--- src/rtl/mem_access_unit.sv ---
// mem_access_unit: sequences single load/store requests onto a DMEM/IMEM port
// or a handshaked IO port and returns one completion pulse per request.
// Optional feature: define MEMCTL_MISALIGN_TRAP_EN to make misaligned halfword
// and word accesses illegal (Err response); otherwise the low address bits that
// do not fit the access size are ignored.
module mem_access_unit #(
    parameter int AWIDTH   = 32,
    parameter int REGION_W = 4,
    parameter int IO_BIT   = 3,
    parameter int DMEM_BIT = 0,
    parameter int IMEM_BIT = 1
) (
    input  logic              Clock,
    input  logic              Reset,
    input  logic              Req_valid,
    output logic              Req_ready,
    input  logic [6:0]        Opcode,
    input  logic [2:0]        Funct3,
    input  logic [AWIDTH-1:0] A,
    input  logic [31:0]       Wdata,
    output logic [AWIDTH-1:0] Mem_addr,
    output logic [31:0]       Mem_wdata,
    output logic [3:0]        Dmem_enable,
    output logic [3:0]        Imem_enable,
    input  logic [31:0]       Dmem_rdata,
    output logic [3:0]        Io_trans,
    output logic              Io_recv,
    input  logic [31:0]       Io_rdata,
    input  logic              Io_ready,
    output logic              Resp_valid,
    output logic [31:0]       Resp_data,
    output logic              Err
);

    localparam logic [6:0] OPC_LOAD  = 7'b0000011;
    localparam logic [6:0] OPC_STORE = 7'b0100011;
    // Bit offset of the region field inside the address.
    localparam int RBASE = AWIDTH - REGION_W;

    typedef enum logic [1:0] {IDLE, ISSUE, IO_WAIT, RESP} state_t;

    state_t            state_q, state_d;
    logic [AWIDTH-1:0] addr_q, addr_d;
    logic [31:0]       wdata_q, wdata_d;
    logic [2:0]        funct3_q, funct3_d;
    logic              store_q, store_d;
    logic              io_q, io_d;
    logic              imem_q, imem_d;
    logic              err_q, err_d;
    logic [31:0]       io_data_q, io_data_d;

    logic req_load, req_store, f3_legal, region_ok, misaligned, req_legal;

    // Classify the incoming request as legal or illegal.
    always_comb begin
        // NOTE: every always_comb output gets a default first so no path can infer a latch.
        req_load   = (Opcode == OPC_LOAD);
        req_store  = (Opcode == OPC_STORE);
        f3_legal   = 1'b0;
        misaligned = 1'b0;
        if (req_load) begin
            f3_legal = (Funct3 == 3'b000) || (Funct3 == 3'b001) || (Funct3 == 3'b010) ||
                       (Funct3 == 3'b100) || (Funct3 == 3'b101);
        end else if (req_store) begin
            f3_legal = (Funct3 == 3'b000) || (Funct3 == 3'b001) || (Funct3 == 3'b010);
        end
        // An IMEM-only region is not a valid target, even for stores.
        region_ok = A[RBASE+IO_BIT] | A[RBASE+DMEM_BIT];
`ifdef MEMCTL_MISALIGN_TRAP_EN
        if (Funct3[1:0] == 2'b01) begin
            misaligned = A[0];
        end else if (Funct3[1:0] == 2'b10) begin
            misaligned = |A[1:0];
        end
`endif
        req_legal = f3_legal & region_ok & ~misaligned;
    end

    logic [3:0]  lane_be;
    logic [31:0] lane_wdata;
    logic [31:0] load_src;
    logic [7:0]  ld_byte;
    logic [15:0] ld_half;
    logic [31:0] load_data;

    // Byte-lane steering for stores and extraction/extension for loads.
    always_comb begin
        lane_be    = 4'b1111;
        lane_wdata = wdata_q;
        case (funct3_q[1:0])
            2'b00: begin
                lane_be    = 4'b0001 << addr_q[1:0];
                lane_wdata = {4{wdata_q[7:0]}};
            end
            2'b01: begin
                lane_be    = 4'b0011 << {addr_q[1], 1'b0};
                lane_wdata = {2{wdata_q[15:0]}};
            end
            default: ;
        endcase

        load_src = io_q ? io_data_q : Dmem_rdata;
        case (addr_q[1:0])
            2'b00:   ld_byte = load_src[7:0];
            2'b01:   ld_byte = load_src[15:8];
            2'b10:   ld_byte = load_src[23:16];
            default: ld_byte = load_src[31:24];
        endcase
        ld_half = addr_q[1] ? load_src[31:16] : load_src[15:0];

        // funct3[2] set selects the unsigned (zero-extending) variants.
        case (funct3_q[1:0])
            2'b00:   load_data = {{24{ld_byte[7] & ~funct3_q[2]}}, ld_byte};
            2'b01:   load_data = {{16{ld_half[15] & ~funct3_q[2]}}, ld_half};
            default: load_data = load_src;
        endcase
    end

    // Next-state, request capture and output decode.
    always_comb begin
        state_d     = state_q;
        addr_d      = addr_q;
        wdata_d     = wdata_q;
        funct3_d    = funct3_q;
        store_d     = store_q;
        io_d        = io_q;
        imem_d      = imem_q;
        err_d       = err_q;
        io_data_d   = io_data_q;
        Req_ready   = 1'b0;
        Mem_addr    = '0;
        Mem_wdata   = '0;
        Dmem_enable = '0;
        Imem_enable = '0;
        Io_trans    = '0;
        Io_recv     = 1'b0;
        Resp_valid  = 1'b0;
        Resp_data   = '0;
        Err         = 1'b0;

        case (state_q)
            IDLE: begin
                Req_ready = 1'b1;
                if (Req_valid) begin
                    addr_d   = A;
                    wdata_d  = Wdata;
                    funct3_d = Funct3;
                    store_d  = req_store;
                    io_d     = A[RBASE+IO_BIT];
                    // IO takes priority, so the IMEM mirror only applies to memory stores.
                    imem_d   = req_store & A[RBASE+IMEM_BIT] & ~A[RBASE+IO_BIT];
                    err_d    = ~req_legal;
                    state_d  = req_legal ? ISSUE : RESP;
                end
            end
            ISSUE, IO_WAIT: begin
                Mem_addr  = {addr_q[AWIDTH-1:2], 2'b00};
                Mem_wdata = store_q ? lane_wdata : '0;
                if (io_q) begin
                    Io_trans = store_q ? lane_be : 4'b0000;
                    Io_recv  = ~store_q;
                    if (Io_ready) begin
                        io_data_d = Io_rdata;
                        state_d   = RESP;
                    end else begin
                        state_d   = IO_WAIT;
                    end
                end else begin
                    // Memory accesses only ever pass through ISSUE, so enables last one cycle.
                    Dmem_enable = store_q ? lane_be : 4'b0000;
                    Imem_enable = imem_q ? lane_be : 4'b0000;
                    state_d     = RESP;
                end
            end
            RESP: begin
                Resp_valid = 1'b1;
                Err        = err_q;
                Resp_data  = (err_q | store_q) ? '0 : load_data;
                state_d    = IDLE;
            end
            default: state_d = IDLE;
        endcase
    end

    // State register with synchronous reset; an in-flight request is simply dropped.
    always_ff @(posedge Clock) begin
        // NOTE: sequential state uses non-blocking assignments so all flops update together.
        if (Reset) begin
            state_q <= IDLE;
        end else begin
            state_q <= state_d;
        end
    end

    // Request payload registers.
    always_ff @(posedge Clock) begin
        // NOTE: payload is not reset; every output using it is gated by a non-IDLE state.
        addr_q    <= addr_d;
        wdata_q   <= wdata_d;
        funct3_q  <= funct3_d;
        store_q   <= store_d;
        io_q      <= io_d;
        imem_q    <= imem_d;
        err_q     <= err_d;
        io_data_q <= io_data_d;
    end

endmodule

--- config.mk ---
export PLATFORM = sky130hd
export DESIGN_NAME = mem_access_unit
export DESIGN_NICKNAME = d
export VERILOG_FILES = /design/src/rtl/mem_access_unit.sv
export SDC_FILE = /design/constraint.sdc
export NUM_CORES = 1
export LEC_CHECK = 0
export BUFFER_PORTS_ARGS = -buffer_cell sky130_fd_sc_hd__buf_2
export CORE_MARGIN = 2
export CORE_UTILIZATION = 45
export CTS_CLUSTER_SIZE = 8
export DETAILED_ROUTE_END_ITERATION = 10
export GPL_ROUTABILITY_DRIVEN = 1
export GPL_TIMING_DRIVEN = 0
export PLACE_DENSITY = 0.78
export RECOVER_POWER = 50
export SLEW_MARGIN = 20
export SYNTH_ARGS = -nofsm -noshare
export SYNTH_HDL_FRONTEND = slang
export SYNTH_SLANG_ARGS = --single-unit
export TNS_END_PERCENT = 30
--- constraint.sdc ---
create_clock -name Clock -period 4.5 [get_ports Clock]
set_input_delay 1.125 -clock Clock [delete_from_list [all_inputs] [get_ports Clock]]
set_output_delay 1.125 -clock Clock [all_outputs]
set_load 0.05 [all_outputs]
==> results of run 1 <==
==> worst paths after layout <==
path / endpoint / slack, ns / cells past startpoint
worst max-delay path: wdata_q[1]$_DFFE_PP_ / 0.74 / 3
worst min-delay path: state_q[1]$_SDFFE_PP0P_ / 0.50 / 2
worst max register to register: wdata_q[1]$_DFFE_PP_ / 1.00 / 4
worst min register to register: state_q[1]$_SDFFE_PP0P_ / 0.50 / 2
==> layout make-up <==
class	instances	share of cell area
Timing Repair Buffer	252	0.180
Multi-Input combinational cell	284	0.274
Inverter	7	0.00378
Clock buffer	9	0.0324
Sequential cell	104	0.446
Tap cell	143	0.0257
Buffer	33	0.0263
Clock inverter	7	0.0112
==> metrics by stage <==
stage	worst slack, ns	instance area, um2	total power, mW	hold WS (ns)
2_1_floorplan	0.419	5220	2.52	0.463
3_3_place_gp	0.625	6650	2.93	0.473
3_5_place_dp	0.811	6680	2.95	0.491
4_1_cts	0.805	6980	3.75	0.501
5_1_grt	0.478	6950	3.89	0.542
6_report	0.736	6950	3.73	0.501
==> cell families after synthesis <==
group | share of synthesized area
simple gates | 0.125
flops | 0.595
compound gates | 0.117
mux | 0.115
buf+inv | 0.0403
fa+ha+maj | 0.00720
other cells | 0.000719
==> power by group <==
part	total, mW	internal (mW)	switching (mW)	leakage, nW
clock	0.799	0.438	0.361	0.147
combinational	1.63	0.404	1.23	2.02
sequential	1.30	1.24	0.0530	0.961
==> cells in the final DEF (no fill, tap or decap), types with 2 or more instances in the layout <==
cell type,n
sky130_fd_sc_hd__buf_2,252
sky130_fd_sc_hd__edfxtp_1,102
sky130_fd_sc_hd__a21oi_1,48
sky130_fd_sc_hd__nor2_1,40
sky130_fd_sc_hd__and2_1,31
sky130_fd_sc_hd__mux2_2,30
sky130_fd_sc_hd__mux2i_1,25
sky130_fd_sc_hd__clkbuf_1,23
sky130_fd_sc_hd__nand2_1,23
sky130_fd_sc_hd__o21ai_0,18
sky130_fd_sc_hd__nor3_1,12
sky130_fd_sc_hd__and3_1,10
sky130_fd_sc_hd__clkbuf_16,9
sky130_fd_sc_hd__a22oi_1,8
sky130_fd_sc_hd__inv_1,7
sky130_fd_sc_hd__o221a_2,7
sky130_fd_sc_hd__buf_6,5
sky130_fd_sc_hd__buf_4,3
sky130_fd_sc_hd__nand2b_1,3
sky130_fd_sc_hd__nand3b_1,3
sky130_fd_sc_hd__ha_1,3
sky130_fd_sc_hd__inv_6,3
sky130_fd_sc_hd__conb_1,2
sky130_fd_sc_hd__dfxtp_1,2
==> sequential cells by signal, indices dropped and copies added, names as in the netlist <==
signal     flops
imem_q         1
store_q        1
err_q          1
addr_q        32
io_data_q     32
funct3_q       3
wdata_q       32
state_q        2
==> critical path, stage by stage <==
cell and delay (ns):
sky130_fd_sc_hd__buf_2 0.08, sky130_fd_sc_hd__and2_0 1.54, sky130_fd_sc_hd__clkbuf_2 0.95
==> routing by layer <==
layer,GRT usage,share of wire
met1,0.276,0.38
met5,0,0
met3,0.0615,0.094
met2,0.411,0.49
met4,0.106,0.034
==> impl_summary.md, run 1 <==
Yosys
The most used flip-flop cell after synthesis is sky130_fd_sc_hd__edfxtp_1. The sequential cell area fraction in the yosys report is 0.595. In this run the mean area of a mapped cell was around 12 um2. The register bit total from synthesis is approximately 100. During synthesis, Yosys emitted a total of 0 warnings. After synthesis, the cell types taking the most area are sky130_fd_sc_hd__edfxtp_1 (59%), sky130_fd_sc_hd__mux2_2 (6.5%), sky130_fd_sc_hd__mux2i_1 (4.8%). Counting flops with a built-in enable in the synthesized netlist gives about 100. sky130_fd_sc_hd__edfxtp_1 is the most common cell in the netlist.

The commonest cells after synthesis are sky130_fd_sc_hd__edfxtp_1 (102), sky130_fd_sc_hd__a21oi_1 (48), sky130_fd_sc_hd__nor2_1 (40). The number of different library cells used by synthesis comes to 42. After synthesis the cells add up to around 5200 um2.

The count of mapped cells out of synthesis is roughly 430. The share of synthesized registers carrying an async set or reset is 0. The portion of synthesized cell area occupied by the leading cell type is 0.587.

The synthesized design spends more area on one cell type than any other, namely sky130_fd_sc_hd__edfxtp_1.

CTS
The number of clock buffers inserted by TritonCTS is 9. The TritonCTS clock tree is yes. The count of instances resized after the clock tree is built is 0. After clock tree synthesis, the setup repair step added 0 buffers. The cts-stage hold buffer count is 0. The clock edge transition at the registers on the reported setup and hold paths is ~0.070 ns. In this run the number of H-tree levels came out at 3. Clock latency on the worst-skew pair, taken at its later pin, is around 0.35 ns. The buffer depth of the longest clock path is 2. Clock tree synthesis found a total of about 100 sinks. The buffer type at the clock tree root is sky130_fd_sc_hd__clkbuf_16.

GRT
The number of global-route vias before repair was around 4,500. Entering global routing, the biggest net connects 38 pins. The initial antenna violation count is 1. In the global route stage, overall resource usage came out at 0.237. The global-route wire length before repair is about 23,000 um. The total congestion overflow after global routing is 0.

Floorplanning
The die area is ~12,000 um2. The core region is between 10,000 and 15,000 um2. The floorplan step set the die width to around 110 um. The number of placement rows is 39. During I/O placement, the number of pins put on the boundary was around 250.

The starting utilization of the core area is 0.459. In this run the vertical extent of the chip is approximately 110 um.

Routing
The total DRC errors in the routed layout is 0. The routed via count divided by cell count is ~5.4. In the final routed layout, each cell accounts on average for 18.0 um. After the first detailed-routing iteration, the DRC count stood at 340. The length of the first detailed-routing pass in iterations is 5. The number of nets with antenna violations after detailed routing is 0.

The total wirelength of the detailed-routed design is ~15,000 um. For this block, the via count after detailed routing is about 4,500.

Critical path
The critical path starts at Req_valid. The critical path startpoint category is an input port. The worst setup path is captured at a register. Along the worst path, the maximum fanout reaches 37.

The data required time of the worst path is around 4.5 ns. The startpoint identified for the worst register-to-register timing path is state_q[0]$_SDFFE_PP0P_. The endpoint arrival time on the critical path is approximately 3.7 ns. By startpoint and endpoint, the worst setup path is classified as in2reg.

STA
At the pin with the least slew margin, the transition time is 2.09 ns. The count of final hold-check violations was 0. Measured against its own limit, the worst slew margin works out to -0.397.

The worst-case clock skew is roughly 0.013 ns. The final-report max-slew violation count is 35. Setup repair after global routing left no endpoint under its margin. For this run, the top clock speed supported by timing is around 0.27 GHz.

Setup violations remaining at the end of the flow were counted as 0. Of the available clock period, the critical path in the final layout requires 0.837. For the final routed database, the setup TNS stands at 0 ns. After layout, the minimum clock period comes to between 3 and 4 ns.

Final layout
Measured on the finished design, the core utilization comes to 0.612. The fraction of layout instances using a drive strength above 1 is 0.461. The number of standard cells in the layout, taps in and fillers out is roughly 840. From synthesis to final layout, the design area changed by 33.3%. The total area of multi-input combinational cells is ~1900 um2. Counting the fill cells in the layout gives between 900 and 1,000. The sequential cell area is 3100 um2. The repair_antennas step left the layout with diodes totalling 0.

In the final design database the tool counted around 840 nets.

Pwr
The peak ir drop on the vdd network is about 0.00044 V. Dividing total power by cell area gives a power density of roughly 540 nW/um2. The total leakage power is ~3.1 nW.

Hold path
The path category of the worst min-delay check is reg2reg. The origin of the worst min-delay path is state_q[1]$_SDFFE_PP0P_.

Placement
Counting tap cells, the placed design contains a total of slightly above 800 instances. At the end of routability-driven placement, the weighted congestion stood at around 0.9. The half-perimeter wire length after detailed placement is 11,700 um.

The port buffer count is 251.

Job
The tool flagged a number of max-cap violations equal to 1.

Run status
The checks that failed: max-capacitance violations, max-slew violations. The run finished, with violations left.
No activity file was read; power rests on OpenSTA's default activity.
==> run 2, diff against run 1 <==
--- a/config.mk
+++ b/config.mk
@@ -5,6 +5,7 @@
 export SDC_FILE = /design/constraint.sdc
 export NUM_CORES = 1
 export LEC_CHECK = 0
+export ABC_AREA = 1
 export BUFFER_PORTS_ARGS = -buffer_cell sky130_fd_sc_hd__buf_2
 export CORE_MARGIN = 2
 export CORE_UTILIZATION = 45
==> constraint.sdc (replaced) <==
create_clock -name Clock -period 3.5 [get_ports Clock]
set_input_delay 0.875 -clock Clock [delete_from_list [all_inputs] [get_ports Clock]]
set_output_delay 0.875 -clock Clock [all_outputs]
set_load 0.05 [all_outputs]
==> run 2 against run 1 <==
Net effect:
- clock power is 19% higher
- design area is 0.68% higher
- power is 13% higher
- cell count is 18% higher
- the run now ends clean
- sequential share of layout area is 0.30 points lower
- hold slack better by 0.083 ns
- first-iteration DRC count is 10% lower
- register-to-register slack worse by 0.41 ns
- area after synthesis is 0.70% higher
- sequential power is 22% higher
==> impl_summary.md, run 2 <==
Yosys
For this run, the register share of the synthesized area comes to 0.591. Summing every instance area after synthesis gives ~5300 um2. The cell taking the most area after synthesis is sky130_fd_sc_hd__edfxtp_1. Synthesis inferred roughly 100 register bits. After synthesis, the cell types taking the most area are sky130_fd_sc_hd__edfxtp_1 (58%), sky130_fd_sc_hd__nand2_1 (10%), sky130_fd_sc_hd__nor2_1 (6.4%). The share of synthesized registers carrying an async set or reset is 0. The number of synthesized flops with an enable pin is 102. The cell with the most instances after synthesis is sky130_fd_sc_hd__nand2_1. For this run, the leading register cell type out of synthesis is sky130_fd_sc_hd__edfxtp_1. The Yosys step of the flow raised 0 warnings. The count of mapped cells out of synthesis is between 500 and 600. Counting instances in the post-synthesis netlist gives the leading cell types as sky130_fd_sc_hd__nand2_1 (145), sky130_fd_sc_hd__edfxtp_1 (102), sky130_fd_sc_hd__nor2_1 (89).

The count of distinct cell types in the synthesized netlist is 36. The portion of synthesized cell area occupied by the leading cell type is 0.583. The average size of a mapped cell is 9.12 um2.

STA
Setup repair after global routing left no endpoint under its margin. Counting I/O delays and the setup requirement, the final critical path takes between 3 and 4 ns. The final hold slack is roughly 0.6 ns. Derived from the worst setup path, the maximum achievable clock frequency is just over 0.3 GHz. The count of final hold-check violations is 0. At the pin with the least slew margin, the transition time is ~1.3 ns. On the final layout, the worst clock skew is roughly 0.011 ns. Setup violations remaining at the end of the flow were counted as 0. The post-route fraction of the period consumed by the critical path is 0.928. The final-report max-slew violation count is 0. Adding up every negative setup slack in the final design gives 0 ns. Measured against its own limit, the worst slew margin works out to 0.105.

Final layout
The largest registers in the layout are addr_q x32, io_data_q x32, wdata_q x32. After the last flow step, the layout net total stands at slightly below 1,000. Of the cells placed in the final design, the portion with a size suffix greater than 1 is 0.357. At the end of the flow the core is filled with cells to 0.613. The library cell used most frequently in the layout, excluding fill and tap cells, is sky130_fd_sc_hd__buf_2. Leaving out fill and tap cells, the most frequent cells in the layout are sky130_fd_sc_hd__buf_2 (250), sky130_fd_sc_hd__nand2_1 (145), sky130_fd_sc_hd__edfxtp_1 (102). Fill cells in the final layout number approximately 1,000.

The area growth from synthesis to layout is 33.3%.

GRT
The global routing met3 resource utilization is 0.0680. The number of global-route vias before repair is roughly 4,700. In this run the most used layer during global routing was met2.

In the global route stage, met1 resource usage came out at 0.292. The total congestion overflow after global routing is 0. The global-route wire length before repair is 23,100 um. For met2 alone, demand over resource in global routing was 0.398. Entering global routing, the biggest net connects 40 pins.

The initial antenna violation count is 2. The global router's overall resource usage is 0.237.

Critical path
The endpoint arrival time on the critical path is between 2 and 2.5 ns. STA classifies the critical path endpoint as an output port. Following the worst setup path forward leads to its endpoint at Resp_data[22]. The startpoint of the worst-slack reg-to-reg timing path is state_q[0]$_SDFFE_PP0P_. The start point of the critical path is addr_q[31]$_DFFE_PP_. The data required time of the worst path is approximately 2.6 ns. The critical path startpoint category is a register. The type of the setup path with the least slack is reg2out. Of all nets on the critical path, the largest fanout is 10. The worst register-to-register path has a setup slack of around 0.6 ns.

The end of the worst register-to-register path is addr_q[0]$_DFFE_PP_. The number of cell instances on the worst register-to-register path is 5.

Pwr
The post-layout total power is around 4.2 mW. The total leakage power is roughly 3.6 nW. The peak ir drop on the vdd network is around 0.00048 V.

The total power per unit cell area is between 600 and 700 nW/um2.

Floorplanning
The die covers 12,500 um2. The x dimension of the die is approximately 110 um. The die is approximately 110 um tall. The starting utilization of the core area is 0.460. The region available for standard cell placement spans 11,400 um2. Pin placement for this block handled around 250 I/O pins. The number of placement rows is 39.

Routing
The length of the first detailed-routing pass in iterations is 4. Dividing the detail-routed wire length by the instance count gives about 15 um. After detailed routing, the number of remaining DRC violations is 0. The number of violations reported at the end of detailed-routing iteration 0 is between 300 and 400. Dividing the detail-routed via count by the number of cells gives 4.84. Once detail routing completed, the nets flagged for antenna violations numbered 0. After detailed routing, the total wire length is around 15,000 um. The total via count in the routed design is 4,788.

CTS
The cts-stage hold buffer count is 0. The H-tree depth is 3. The number of clock buffers inserted by TritonCTS is 9. The source-to-sink clock delay at the later pin of the worst-skew pair is 0.35 ns.

The buffer depth of the longest clock path is 2. TritonCTS built the clock tree. After clock tree synthesis, the clock-pin slew on the worst setup and hold paths is 0.08 ns. Buffers added to address setup during post-CTS repair amount to 0. The tree is rooted in a sky130_fd_sc_hd__clkbuf_16.

Clock tree synthesis found a total of 104 sinks.

Placement
At the end of routability-driven placement, the weighted congestion stood at roughly 0.93. Detailed placement ended at an HPWL of roughly 12,000 um. The port buffer count is approximately 250.

Run status
The flow ran to the end, and the final reports show no timing, DRC or antenna violations.

Hold path
The path class of the tightest hold or removal check is reg2reg.

Job
The number of maximum-capacitance violations is 0.
run 2: per-stage QoR:
stage	instance area (um2)	worst slack [ns]	instances
detailed placement	6740	0.302	973
global route	7000	0.0930	989
finish	7000	0.252	989
floorplan	5260	0.213	577
CTS	7020	0.0845	988
global placement	6690	-0.270	971
run 2: logic make-up (layout without fill, tap and decap cells):
kind of cell | Yosys count | after routing | synth area share
simple gates | 271 | 271 | 0.225
buf+inv | 116 | 383 | 0.0908
flops | 104 | 104 | 0.591
compound gates | 81 | 81 | 0.0855
fa+ha+maj | 3 | 3 | 0.00715
other cells | 1 | 4 | 0.000714
run 2: power breakdown:
group	internal, mW	leakage (nW)	switching, mW
Sequential	1.54	0.961	0.0473
Combinational	0.366	2.52	1.29
Clock	0.489	0.135	0.463
Total	2.40	3.62	1.80
run 2: routing by layer:
| metal | wire (um) | vias up |
|---|---|---|
| met3 | 1280 | 24 |
| met5 | 0 | - |
| li1 | - | 2382 |
| met2 | 7380 | 211 |
| met4 | 325 | 0 |
| met1 | 5940 | 2171 |
run 2: worst min-delay path by stage:
stage,depth (start not counted),slack [ns],end,start
floorplan,2,0.53,state_q[1]$_SDFFE_PP0P_,state_q[1]$_SDFFE_PP0P_
global placement,2,0.55,state_q[0]$_SDFFE_PP0P_,state_q[0]$_SDFFE_PP0P_
detailed placement,2,0.55,state_q[0]$_SDFFE_PP0P_,state_q[0]$_SDFFE_PP0P_
CTS,2,0.57,state_q[0]$_SDFFE_PP0P_,state_q[0]$_SDFFE_PP0P_
global route,2,0.60,state_q[0]$_SDFFE_PP0P_,state_q[0]$_SDFFE_PP0P_
finish,2,0.58,state_q[0]$_SDFFE_PP0P_,state_q[0]$_SDFFE_PP0P_
run 2: critical path, cell delays in order (launching register included):
cell and delay, ns:
sky130_fd_sc_hd__edfxtp_1 0.52, sky130_fd_sc_hd__inv_2 0.21, sky130_fd_sc_hd__nand2_1 0.07, sky130_fd_sc_hd__nand2_1 0.11, sky130_fd_sc_hd__nand2_1 0.08, sky130_fd_sc_hd__nand2_1 0.06, sky130_fd_sc_hd__inv_1 0.04, sky130_fd_sc_hd__nand2_2 0.08
sky130_fd_sc_hd__nand3_4 0.13, sky130_fd_sc_hd__nand3_2 0.11, sky130_fd_sc_hd__nand2_4 0.08, sky130_fd_sc_hd__buf_12 0.19, sky130_fd_sc_hd__nor2_4 0.07, sky130_fd_sc_hd__buf_2 0.27
run 2: cell type report:
class	instances	area [um2]	share of cell area
antenna	2	5.00	0.000715
buffer	24	133	0.0189
clock buffer	9	225	0.0322
clock inverter	7	53.8	0.00769
inverter	90	343	0.0490
multi-input combinational	357	1680	0.240
sequential	104	3100	0.443
tap	143	179	0.0256
timing repair buffer	253	1280	0.182
run 2: what timing repair did:
action | in CTS | in global routing
endpoints found under the hold margin | 0 | 0
endpoints found under the setup margin | 13 | 22
resized for setup | 0 | 3
==> run 3, diff against run 2 <==
--- a/config.mk
+++ b/config.mk
@@ -8,12 +8,12 @@
 export ABC_AREA = 1
 export BUFFER_PORTS_ARGS = -buffer_cell sky130_fd_sc_hd__buf_2
 export CORE_MARGIN = 2
-export CORE_UTILIZATION = 45
+export CORE_UTILIZATION = 47
 export CTS_CLUSTER_SIZE = 8
 export DETAILED_ROUTE_END_ITERATION = 10
 export GPL_ROUTABILITY_DRIVEN = 1
 export GPL_TIMING_DRIVEN = 0
-export PLACE_DENSITY = 0.78
+export PLACE_DENSITY = 0.81
 export RECOVER_POWER = 50
 export SLEW_MARGIN = 20
 export SYNTH_ARGS = -nofsm -noshare
==> run 3 against run 2 <==
Net effect:
- fmax is 1.8% lower
- clock skew is 0.0019 ns lower
- die area is 4.1% lower
- count of clock-buffer cells in the layout is 1 higher
- power is 4.9% lower
- register-to-register slack worse by 0.02 ns
- hold slack worse by 0.0040 ns
- first-iteration DRC count is 14% lower
- routed wire length is 2.4% higher
- design area is 1.2% lower
- critical path type unchanged
- largest cell class unchanged
==> impl_summary.md, run 3 (synthesized netlist as in run 2, its figures left out) <==
Run status
The run finished with clean final reports.

CTS
The number of hold buffers added after CTS was 0. The number of clock buffers inserted by TritonCTS is 9. Counting every sink on the clock net gives between 100 and 150.

The number of buffers added for setup after CTS is 0. The H-tree depth is 3. TritonCTS built the clock tree. The buffer type at the clock tree root is sky130_fd_sc_hd__clkbuf_8.

The clock edge transition at the registers on the reported setup and hold paths is ~0.1 ns. The buffer depth of the longest clock path is 2. For the worst-skew pair, the clock arrives at the later sink with an insertion delay of between 0.3 and 0.4 ns.

Placement
Once detailed placement completed, the half-perimeter wirelength came to ~12,000 um. In this run the tool buffered the top-level ports with about 250 buffer cells. The final RePlAce weighted congestion is slightly below 0.9.

Floorplanning
The total area inside the core boundary comes to 10,900 um2. In this run the core area contains 38 standard-cell rows. The die covers 12,000 um2. For this configuration, the core starts out at a cell density of 0.482. The x dimension of the die is about 110 um.

The die is about 110 um tall. The number of top-level design ports is roughly 250.

STA
Timing would allow up to around 0.3 GHz. Dividing the final minimum period by the clock period gives 0.945. The routed design could run at a clock period as short as approximately 3.3 ns. The final-report max-slew violation count came to 0. Setup repair after global routing left no endpoint under its margin. Setup total negative slack on the finished layout was measured at 0 ns. The worst-case clock skew is between 0.008 and 0.009 ns. The count of final hold-check violations was 0.

The pin slew with the least headroom to its limit is roughly 1.2 ns. The final setup violation count is 0. The worst relative slew slack is 0.172.

Pwr
The share of total power dissipated in combinational logic is 0.419. For this design the static power due to leakage is ~3.6 nW. The sequential power share is 0.399. Of the total power, the share spent switching nets is 0.449.

VDD sags by at most about 0.00055 V. Internal power comes to 2.20 mW. Power spread over the standard cell area amounts to approximately 580 nW/um2.

The net switching component of the power is between 1.5 and 2 mW. Power comes to between 3 and 4 mW. The share of total power dissipated in the clock network is 0.183.

Routing
After detailed routing, the number of remaining DRC violations is 0. The number of violations reported at the end of detailed-routing iteration 0 is around 260. The length of the first detailed-routing pass in iterations is 5.

The count of nets left with antenna violations once routing finished came out at 0. The routed layout has 4,733 vias. After detailed routing, the average wire length per cell comes to between 15 and 20 um. For this block, the routed nets add up to about 15,000 um of wire. The routed via count divided by cell count is between 4 and 5.

Final layout
The largest registers in the layout are addr_q x32, io_data_q x32, wdata_q x32. The final standard cell utilization of the core is 0.635. For this run, the post-layout net count is ~990.

The library cells used most frequently in the layout, excluding fill and tap cells, are sky130_fd_sc_hd__buf_2 (250), sky130_fd_sc_hd__nand2_1 (145), sky130_fd_sc_hd__edfxtp_1 (102). Of the cells placed in the final design, the portion with a size suffix greater than 1 is 0.359. The leading cell type in the layout, fill and taps excluded is sky130_fd_sc_hd__buf_2. From synthesis to final layout, the design area changed by 31.8%.

GRT
The number of global-route vias before repair is roughly 4,400. The total congestion overflow after global routing is 0. Entering global routing, the biggest net connects 52 pins. The global-route wire length before repair is about 22,000 um. The global router's overall resource usage is 0.248.

The initial antenna violation count is 2.

Critical path
STA classifies the critical path startpoint as a register. The worst setup path is captured at an output port. The worst setup path is of the reg2out kind. The data required time of the worst path is between 2 and 3 ns. Data on the critical path arrives at its endpoint at between 2 and 2.5 ns. The highest fanout seen on the critical path is 10.

Job
The number of maximum-capacitance violations is 0.

Hold path
The min-delay analysis places its worst path in the category reg2reg.
run 3: changes by cell type in the layout (fill, tap and decap cells not counted), sizes merged:
cell	delta
clkbuf	+2
clkinvlp	-1
run 3: path summary, 6_finish.rpt:
path                           startpoint                      end  slack [ns]  cells after the start
setup / recovery     addr_q[31]$_DFFE_PP_           Imem_enable[2]        0.19                      5
hold reg to reg   state_q[0]$_SDFFE_PP0P_  state_q[0]$_SDFFE_PP0P_        0.58                      2
setup reg to reg  state_q[0]$_SDFFE_PP0P_    wdata_q[26]$_DFFE_PP_        0.57                      5
hold / removal    state_q[0]$_SDFFE_PP0P_  state_q[0]$_SDFFE_PP0P_        0.58                      2
run 3: worst max-delay path, cell delays in order (launching register included):
cell	delay, ns
sky130_fd_sc_hd__edfxtp_1	0.54
sky130_fd_sc_hd__inv_2	0.21
sky130_fd_sc_hd__clkbuf_1	0.44
sky130_fd_sc_hd__nand3_1	0.27
sky130_fd_sc_hd__a21oi_1	0.30
sky130_fd_sc_hd__buf_2	0.32
run 3: power by group through the flow:
stage / logic [mW] / registers [mW] / clock network, mW
2_1_floorplan: 1.22 / 1.61 / 0
3_3_place_gp: 1.64 / 1.62 / 0
3_5_place_dp: 1.68 / 1.61 / 0
4_1_cts: 1.69 / 1.59 / 0.743
5_1_grt: 1.80 / 1.60 / 0.784
6_report: 1.67 / 1.59 / 0.730
run 3: what timing repair did:
action / in CTS / in global routing
gates cloned: 0 / 0
endpoints found under the hold margin: 0 / 0
pin swaps: 0 / 0
resized for setup: 1 / 3
endpoints found under the setup margin: 13 / 12
run 3: final cells by class:
class / count / area [um2]
Multi-Input combinational cell: 357 / 1690
Clock buffer: 10 / 138
Clock inverter: 6 / 55.1
Tap cell: 140 / 175
Timing Repair Buffer: 253 / 1280
Sequential cell: 104 / 3100
Fill cell: 968 / 3970
Inverter: 90 / 339
Buffer: 25 / 138
Antenna cell: 2 / 5.00
run 3: routing by layer:
metal	GRT usage	wire length (um)	part of all wire	up-vias
met1	0.307	6060	0.40	2113
met5	0	0	0	-
met4	0.0976	431	0.028	0
li1	-	-	-	2379
met2	0.422	7550	0.49	212
met3	0.0551	1240	0.081	29
run 3: through the flow:
| stage | worst slack, ns | instance area, um2 | hold WS (ns) | instances |
|---|---|---|---|---|
| after floorplan | 0.213 | 5260 | 0.528 | 577 |
| after global placement | -0.310 | 6690 | 0.545 | 968 |
| after detailed placement | 0.177 | 6750 | 0.558 | 970 |
| after CTS | 0.0915 | 6940 | 0.570 | 985 |
| after global routing | 0.0118 | 6920 | 0.584 | 987 |
| final | 0.193 | 6920 | 0.580 | 987 |
